===== src/rtl/uart_pkg.sv =====
// rtl/uart_pkg.sv - shared types and helpers for the UART receiver
// Contents:
//   PARITY_NONE/EVEN/ODD - parity mode constants
//   rx_state_t           - receiver FSM states
//   calc_divisor()       - clocks per oversampling tick, rounded to nearest
package uart_pkg;

    localparam int PARITY_NONE = 0;
    localparam int PARITY_EVEN = 1;
    localparam int PARITY_ODD  = 2;

    typedef enum logic [2:0] {
        ST_IDLE,
        ST_START,
        ST_DATA,
        ST_PARITY,
        ST_STOP
    } rx_state_t;

    function automatic int calc_divisor(input int clk_hz, input int baud, input int ovs);
        longint den;
        longint quo;
        den = longint'(baud) * longint'(ovs);
        quo = (longint'(clk_hz) + den / 2) / den;
        if (quo < 1) begin
            quo = 1;
        end
        return int'(quo);
    endfunction

endpackage


===== src/rtl/sync_fifo.sv =====
// rtl/sync_fifo.sv - first-word fall-through synchronous FIFO
// Ports:
//   clk, rst          - clock, asynchronous active-low reset
//   wr_en, wr_data    - push request and data
//   rd_en             - pop request (ignored while empty)
//   rd_data, valid    - head entry, non-empty flag
//   count             - occupancy 0..DEPTH
//   overflow          - one-cycle pulse when a push is dropped
module sync_fifo #(
    parameter int WIDTH = 8,
    parameter int DEPTH = 8
) (
    input  logic                     clk,
    input  logic                     rst,
    input  logic                     wr_en,
    input  logic [WIDTH-1:0]         wr_data,
    input  logic                     rd_en,
    output logic [WIDTH-1:0]         rd_data,
    output logic                     valid,
    output logic [$clog2(DEPTH):0]   count,
    output logic                     overflow
);

    localparam int AW = $clog2(DEPTH);
    localparam int CW = AW + 1;

    logic [WIDTH-1:0] mem [DEPTH];
    logic [AW-1:0]    wr_ptr;
    logic [AW-1:0]    rd_ptr;
    logic             full;
    logic             pop;
    logic             push;

    assign valid   = (count != '0);
    assign full    = (count == CW'(DEPTH));
    assign pop     = rd_en & valid;
    // A full FIFO still accepts a push when the same cycle frees a slot.
    assign push    = wr_en & (~full | pop);
    assign rd_data = valid ? mem[rd_ptr] : '0;

    always_ff @(posedge clk) begin
        if (push) begin
            mem[wr_ptr] <= wr_data;
        end
    end

    always_ff @(posedge clk or negedge rst) begin
        if (!rst) begin
            wr_ptr   <= '0;
            rd_ptr   <= '0;
            count    <= '0;
            overflow <= 1'b0;
        end else begin
            overflow <= wr_en & full & ~pop;
            if (push) begin
                wr_ptr <= wr_ptr + AW'(1);
            end
            if (pop) begin
                rd_ptr <= rd_ptr + AW'(1);
            end
            case ({push, pop})
                2'b10:   count <= count + CW'(1);
                2'b01:   count <= count - CW'(1);
                default: count <= count;
            endcase
        end
    end

endmodule


===== src/rtl/uart_rx_fifo.sv =====
// rtl/uart_rx_fifo.sv - oversampling UART receiver feeding a FWFT FIFO
// Ports:
//   clk, rst                 - clock, asynchronous active-low reset
//   rx                       - asynchronous serial input, idle high
//   m_data, m_valid, m_ready - FIFO head, non-empty flag, pop request
//   frame_err, parity_err    - one-cycle pulses on bad stop / parity
//   overflow                 - one-cycle pulse when a good byte is dropped
//   count                    - FIFO occupancy
module uart_rx_fifo
    import uart_pkg::*;
#(
    parameter int CLK_HZ    = 100_000_000,
    parameter int BAUD      = 9600,
    parameter int OVS       = 16,
    parameter int DATA_BITS = 8,
    parameter int PARITY    = 0,
    parameter int DEPTH     = 8
) (
    input  logic                    clk,
    input  logic                    rst,
    input  logic                    rx,
    output logic [DATA_BITS-1:0]    m_data,
    output logic                    m_valid,
    input  logic                    m_ready,
    output logic                    frame_err,
    output logic                    parity_err,
    output logic                    overflow,
    output logic [$clog2(DEPTH):0]  count
);

    localparam int DIV   = calc_divisor(CLK_HZ, BAUD, OVS);
    localparam int DIV_W = $clog2(DIV + 1);
    localparam int TW    = $clog2(OVS);
    localparam logic [TW-1:0] HALF_LAST = TW'(OVS / 2 - 1);
    localparam logic [TW-1:0] FULL_LAST = TW'(OVS - 1);
    localparam logic [2:0]    LAST_BIT  = 3'(DATA_BITS - 1);

    rx_state_t            state;
    rx_state_t            state_next;
    logic                 rx_meta;
    logic                 rx_s;
    logic                 rx_prev;
    logic                 fall;
    logic [DIV_W-1:0]     div_cnt;
    logic                 tick;
    logic                 tick_done;
    logic [TW-1:0]        tick_cnt;
    logic [2:0]           bit_cnt;
    logic [DATA_BITS-1:0] shreg;
    logic                 par_bit;
    logic                 parity_bad;
    logic                 stop_hold;
    logic                 push;

    // Synchronizer plus one history flop for start-edge detection.
    always_ff @(posedge clk or negedge rst) begin
        if (!rst) begin
            rx_meta <= 1'b1;
            rx_s    <= 1'b1;
            rx_prev <= 1'b1;
        end else begin
            rx_meta <= rx;
            rx_s    <= rx_meta;
            rx_prev <= rx_s;
        end
    end

    assign fall = rx_prev & ~rx_s;

    // Free-running tick divider, re-phased on the start edge so sampling
    // points are centred on the incoming bits.
    assign tick = (div_cnt == DIV_W'(DIV - 1));

    always_ff @(posedge clk or negedge rst) begin
        if (!rst) begin
            div_cnt <= '0;
        end else if ((state == ST_IDLE && fall) || tick) begin
            div_cnt <= '0;
        end else begin
            div_cnt <= div_cnt + DIV_W'(1);
        end
    end

    always_comb begin
        parity_bad = 1'b0;
        if (PARITY == PARITY_EVEN) begin
            parity_bad = (par_bit != (^shreg));
        end else if (PARITY == PARITY_ODD) begin
            parity_bad = (par_bit != ~(^shreg));
        end
    end

    always_ff @(posedge clk or negedge rst) begin
        if (!rst) begin
            state <= ST_IDLE;
        end else begin
            state <= state_next;
        end
    end

    always_comb begin
        state_next = state;
        tick_done  = 1'b0;
        if (tick) begin
            tick_done = (tick_cnt == ((state == ST_START) ? HALF_LAST : FULL_LAST));
        end
        case (state)
            ST_IDLE:   if (fall) state_next = ST_START;
            ST_START:  if (tick_done) state_next = rx_s ? ST_IDLE : ST_DATA;
            ST_DATA:   if (tick_done && bit_cnt == LAST_BIT)
                           state_next = (PARITY == PARITY_NONE) ? ST_STOP : ST_PARITY;
            ST_PARITY: if (tick_done) state_next = ST_STOP;
            // After a bad stop bit, wait for the line to return high.
            ST_STOP:   if (stop_hold ? rx_s : (tick_done && rx_s)) state_next = ST_IDLE;
            default:   state_next = ST_IDLE;
        endcase
    end

    always_ff @(posedge clk or negedge rst) begin
        if (!rst) begin
            tick_cnt   <= '0;
            bit_cnt    <= '0;
            shreg      <= '0;
            par_bit    <= 1'b0;
            stop_hold  <= 1'b0;
            frame_err  <= 1'b0;
            parity_err <= 1'b0;
            push       <= 1'b0;
        end else begin
            frame_err  <= 1'b0;
            parity_err <= 1'b0;
            push       <= 1'b0;
            if (state == ST_IDLE) begin
                tick_cnt  <= '0;
                bit_cnt   <= '0;
                stop_hold <= 1'b0;
            end else if (tick) begin
                tick_cnt <= tick_done ? '0 : tick_cnt + TW'(1);
            end
            if (tick_done) begin
                case (state)
                    ST_DATA: begin
                        shreg   <= {rx_s, shreg[DATA_BITS-1:1]};
                        bit_cnt <= bit_cnt + 3'd1;
                    end
                    ST_PARITY: par_bit <= rx_s;
                    ST_STOP: begin
                        if (!stop_hold) begin
                            frame_err  <= ~rx_s;
                            parity_err <= parity_bad;
                            push       <= rx_s & ~parity_bad;
                            stop_hold  <= ~rx_s;
                        end
                    end
                    default: ;
                endcase
            end
        end
    end

    sync_fifo #(
        .WIDTH (DATA_BITS),
        .DEPTH (DEPTH)
    ) u_fifo (
        .clk      (clk),
        .rst      (rst),
        .wr_en    (push),
        .wr_data  (shreg),
        .rd_en    (m_ready),
        .rd_data  (m_data),
        .valid    (m_valid),
        .count    (count),
        .overflow (overflow)
    );

endmodule


===== config.mk =====
export PLATFORM = sky130hd
export DESIGN_NAME = uart_rx_fifo
export DESIGN_NICKNAME = d
export VERILOG_FILES = /design/src/rtl/uart_pkg.sv /design/src/rtl/sync_fifo.sv /design/src/rtl/uart_rx_fifo.sv
export SDC_FILE = /design/constraint.sdc
export NUM_CORES = 1
export LEC_CHECK = 0
export CAP_MARGIN = 20
export CORE_MARGIN = 3
export CORE_UTILIZATION = 35
export DETAILED_ROUTE_END_ITERATION = 7
export GPL_TIMING_DRIVEN = 1
export HOLD_SLACK_MARGIN = 0.08
export SLEW_MARGIN = 20
export SYNTH_ARGS = -nofsm -noshare
export SYNTH_HDL_FRONTEND = slang
export SYNTH_SLANG_ARGS = --single-unit

===== constraint.sdc =====
create_clock -name clk -period 2.9 [get_ports clk]
set_input_delay 0.58 -clock clk [delete_from_list [all_inputs] [get_ports clk]]
set_output_delay 0.58 -clock clk [all_outputs]
set_load 0.005 [all_outputs]

==> results of run 1 <==
[report_power, final]
group	internal, mW	total (mW)	switching [mW]
Combinational	0.372	0.674	0.301
Sequential	1.73	1.91	0.174
Clock	0.614	1.21	0.594
[critical path, delay by kind of cell, from the launching register on]
kind          cells  cell delay, ns
simple gates      1            0.06
mux               2            0.73
buf+inv           2            0.64
flops             1            0.38
[final timing paths]
path / end / cells past startpoint
max in group asynchronous: rx_meta / 2
worst min register to register: rx_s / 0
worst max-delay path: m_data[7] / 5
worst min-delay path: shreg[2] / 1
min in group clk: rx_s / 0
worst max register to register: shreg[6] / 4
[flip-flops by register name, indices dropped and copies added, names as in the netlist, 3 cells and up]
register	cells
div_cnt	10
bit_cnt	3
u_fifo.mem	64
u_fifo.count	4
u_fifo.wr_ptr	3
u_fifo.rd_ptr	3
state	3
shreg	8
tick_cnt	4
[metal layers]
| metal | wire (um) | up-vias | track usage (%) |
|---|---|---|---|
| met4 | 109 | 0 | 4.04 |
| met3 | 218 | 10 | 2.67 |
| met1 | 3950 | 1222 | 15.9 |
| li1 | - | 1193 | - |
| met5 | 0 | - | 0 |
| met2 | 3850 | 29 | 19.5 |
[logic make-up after synthesis]
family / after synthesis
DFF: 109
and+or+nand+nor: 93
muxes: 34
AOI/OAI and AO/OA: 21
xor gates and xnor gates: 18
buffers and inverters: 18
adders and majority gates: 10
other: 1
[cell type report]
type | instances | area, sq um
timing repair buffer | 33 | 300
sequential | 109 | 3050
clock inverter | 7 | 81.3
tap | 172 | 215
clock buffer | 9 | 225
multi-input combinational | 177 | 1480
fill | 1193 | 7350
inverter | 6 | 22.5
[through the flow]
step | util (%) | setup WS, ns | total power, mW
4_1_cts | 42.2 | 0.136 | 3.85
3_3_place_gp | 39.8 | 0.165 | 2.62
6_report | 42.2 | 0.173 | 3.79
2_1_floorplan | - | 0.348 | 2.39
5_1_grt | 42.2 | 0.0392 | 4.00
3_5_place_dp | 39.8 | 0.136 | 2.63
[layout by cell type, fill, tap and decap left out, types with 2 or more instances in the layout]
cell type,count
xnor2_1,9
nor3_1,7
buf_4,14
inv_1,6
a211oi_1,3
nand2_1,21
a21oi_1,7
mux4_2,16
or3_1,3
and4_1,2
clkbuf_16,9
nor3b_1,2
nand2b_1,4
mux2i_1,8
nor4bb_1,2
xor2_1,9
inv_8,2
clkdlybuf4s50_1,17
mux2_4,4
and2_1,2
edfxtp_1,64
dfstp_2,3
clkinv_4,3
dfrtp_1,42
mux2_2,6
nor2_1,32
o21ai_0,6
nand3_1,6
clkinv_8,2
and3_1,3
ha_1,10
==> reports/metrics.csv, run 1 <==
metric;value;unit
status;finished, final reports clean;
start_util;36.2;%
drc_errors;0;
seq_area_frac_synth;66.2;%
synth_top_area_cell;edfxtp_1;
coreArea;12700;sq um
synth_fa_ha_area_share;2.72;%
cp_slowest_cell;mux4_2;
synth_top_area_share;41.7;%
postCtsSetupBuffers;0;
criticalPathCategory;reg2out;
placed_area;5060;sq um
stdcell_area;5370;sq um
peakVddDrop;0.255;mV
place_congestion;0.749;
drive_gt1_share;19.4;%
via_per_inst;4.78;
grt_use_total;12.0;%
setup.worst_path.end_class;output port;
yosys.area_share.simple;10.7;%
synth.area.top_cells;edfxtp_1 (42%), dfrtp_1 (23%), mux4_2 (7.8%);
synth_edf_count;64;
antenna_left;0;
row_count;41;
synth-seq-cells;109;
drt-pass1-iter-count;4;
leakage;2.22;nW
r2r_start;div_cnt[5];
maxSlewViolCount;0;
cp-start-kind;flop;
cts_max_path_buffers;2;
synth_warnings;0;
synthFlopType;edfxtp_1;
startpoint;u_fifo.rd_ptr[0];
relSlewSlack;51.2;%
synth.cell_area;4610;sq um
hold_ws;0.291;ns
hold_viol;0;
antenna_found_initial;0;
cts.clk_slew.worst_paths;0.07;ns
synth_compound_area_share;2.74;%
syn-num-nets;318;
nets;350;
cp_cell_sequence;buf_12 > mux4_2 > mux2i_1 > nor2_1 > clkdlybuf4s50_1;
yosysMostFrequentCell;edfxtp_1;
cts_made_buffers;9;
antenna_cells;0;
synth_xor_area_share;3.42;%
final_cells;513;
areaGrowthSynthToFinish;16.6;%
root_buffer;clkbuf_16;
dp_hpwl;5200;um
cts_tree;built;
max-cap-violations;0;
drt_iter0_drc;144;
dieArea;14600;sq um
post-place-cells;497;
overflow;0;
max_freq;0.367;GHz
syn-instance-count;304;
grt_max_degree;33;
fin_setup_tns;0;ns
min_period_over_period;94.0;%
die_height;121;um
fp.dieW;121;um
finalCriticalPeriod;2.73;ns
wl_per_cell;15.8;um
cp_data_arrival_time;2.15;ns
async_flop_share;41.3;%
cts_max_level;3;
synth_mux_area_share;12.3;%
skew;0.00749;ns
ioPinCount;20;
grt_pass1_vias;2527;
r2r_slack;0.50;ns
cts.sinks;109;
max_stage_delay;0.53;ns
cts-hold-fix-buffers;0;
avgSynthCellArea;15.2;sq um
rsz0062_at_grt;no;
synth_common_cells;edfxtp_1 (64), dfrtp_1 (42), nor2_1 (32);
worstMarginPinSlew;0.732;ns
hold_class;in2async;
num_vias;2454;
synth_top_family_by_area;multiplexers;
clk_latency;0.34;ns
synth_cell_types;45;
finalSetupViolations;0;
grt_pass1_wl;13300;um
power_density;705;nW/um^2
routed_wl;8120;um
cts_resized;0;
port_buffers;18;
critical_path_peak_fanout;18;
crit_required;2.32;ns
No activity file was read; power rests on OpenSTA's default activity.
==> run 2: changes to the inputs <==
Settings changed: TNS_END_PERCENT from default to 5.
==> results of run 2 <==
The final DEF is identical to that of run 1; final timing and power are the same.
==> run 3: changes to the inputs <==
Settings changed: CORE_MARGIN 3 to 2.
==> reports/metrics.csv, run 3 (same netlist as run 1, synthesis figures left out) <==
metric;value;unit
status;finished, final reports clean;
cp-start-kind;flop;
fp.dieW;119;um
pre_cts_ws;0.138;ns
coreArea;12700;sq um
final_common_cell;edfxtp_1;
start_util;36.2;%
cts_made_buffers;9;
total_power;3.77;mW
fin_setup_tns;0;ns
row_count;41;
critical_path_peak_fanout;18;
layout_common_cells;edfxtp_1 (64), dfrtp_1 (42), nor2_1 (32);
ioPinCount;20;
cts.sinks;109;
max_freq;0.368;GHz
worstMarginPinSlew;0.736;ns
hold_viol;0;
die_height;119;um
grt_use_total;11.9;%
layout_setup_ws;0.184;ns
largest_reg_flops;64;
num_vias;2442;
finalCriticalPeriod;2.72;ns
drt-pass1-iter-count;4;
antenna_cells;0;
relSlewSlack;50.6;%
power_density;706;nW/um^2
cts_max_level;3;
drc_errors;0;
place_congestion;0.772;
rsz0062_at_grt;no;
antenna_found_initial;0;
crit_required;2.32;ns
grt_pass1_wl;12900;um
min_period_over_period;93.6;%
criticalPathCategory;reg2out;
finalSetupViolations;0;
drt_iter0_drc;173;
leakage;2.21;nW
skew;0.0132;ns
cts_resized;0;
cts_max_path_buffers;2;
peakVddDrop;0.261;mV
wl_per_cell;15.1;um
dp_hpwl;4920;um
setup.worst_path.end_class;output port;
cts.clk_slew.worst_paths;0.07;ns
areaGrowthSynthToFinish;16.0;%
placed_area;5050;sq um
nFillCells;1206;
overflow;0;
stdcell_area;5350;sq um
cp_data_arrival_time;2.14;ns
routed_wl;7690;um
largest_register;u_fifo.mem;
cts_tree;built;
max-cap-violations;0;
grt_pass1_vias;2429;
grt_max_degree;46;
clk_latency;0.35;ns
drive_gt1_share;18.9;%
postCtsSetupBuffers;0;
cts-hold-fix-buffers;0;
port_buffers;18;
maxSlewViolCount;0;
antenna_left;0;
root_buffer;clkbuf_16;
via_per_inst;4.78;
dieArea;14100;sq um
largestRegisters;u_fifo.mem (64), div_cnt (10), shreg (8);
nets;348;
hold_class;in2async;
## run 3: cell types whose count changed in the layout (fill, tap and decap cells not counted), sizes merged
cell and delta:
inv +2, buf -2, clkinvlp +1, clkinv -3
## run 3: worst max-delay path, stage by stage (launching register included)
cell             delay, ns
dfrtp_1               0.37
buf_12                0.20
mux4_2                0.53
mux2i_1               0.18
nor2_1                0.06
clkdlybuf4s50_1       0.44
## run 3: path summary, 6_finish.rpt
path	start	cells after the start	slack [ns]	end
min reg2reg	rx_meta	0	0.36	rx_s
max reg2reg	div_cnt[5]	4	0.52	shreg[4]
min in group clk	rx_meta	0	0.36	rx_s
min	rst	1	0.22	shreg[4]
max in group asynchronous	rst	1	2.26	u_fifo.count[3]
max	u_fifo.rd_ptr[0]	5	0.18	m_data[7]
## run 3: layer usage
| layer | global-route usage (%) | wire, um | vias to the layer above |
|---|---|---|---|
| met1 | 16.3 | 3670 | 1215 |
| met5 | 0 | 0 | - |
| li1 | - | - | 1181 |
| met4 | 5.13 | 129 | 0 |
| met3 | 2.32 | 197 | 12 |
| met2 | 18.6 | 3700 | 34 |
## run 3: power breakdown
| group | total, mW | leakage (nW) | switching, mW | internal, mW |
|---|---|---|---|---|
| Sequential | 1.90 | 1.33 | 0.171 | 1.73 |
| Combinational | 0.666 | 0.731 | 0.294 | 0.372 |
| Clock | 1.20 | 0.143 | 0.594 | 0.610 |
| Total | 3.77 | 2.21 | 1.06 | 2.71 |
## run 3: area by class of cell
cell class | count | area (sq um) | share of cell area [%]
Inverter | 6 | 22.5 | 0.421
Timing Repair Buffer | 31 | 288 | 5.38
Clock inverter | 7 | 70.1 | 1.31
Tap cell | 172 | 215 | 4.02
Clock buffer | 9 | 225 | 4.21
Sequential cell | 109 | 3050 | 57.1
Multi-Input combinational cell | 177 | 1480 | 27.6
## run 3: through the flow
step / util [%] / hold slack [ns] / cells
3_5_place_dp: 39.7 / 0.347 / 495
5_1_grt: 42.0 / 0.273 / 511
6_report: 42.0 / 0.224 / 511
4_1_cts: 42.0 / 0.358 / 511
2_1_floorplan: - / 0.284 / 304
3_3_place_gp: 39.7 / 0.347 / 495
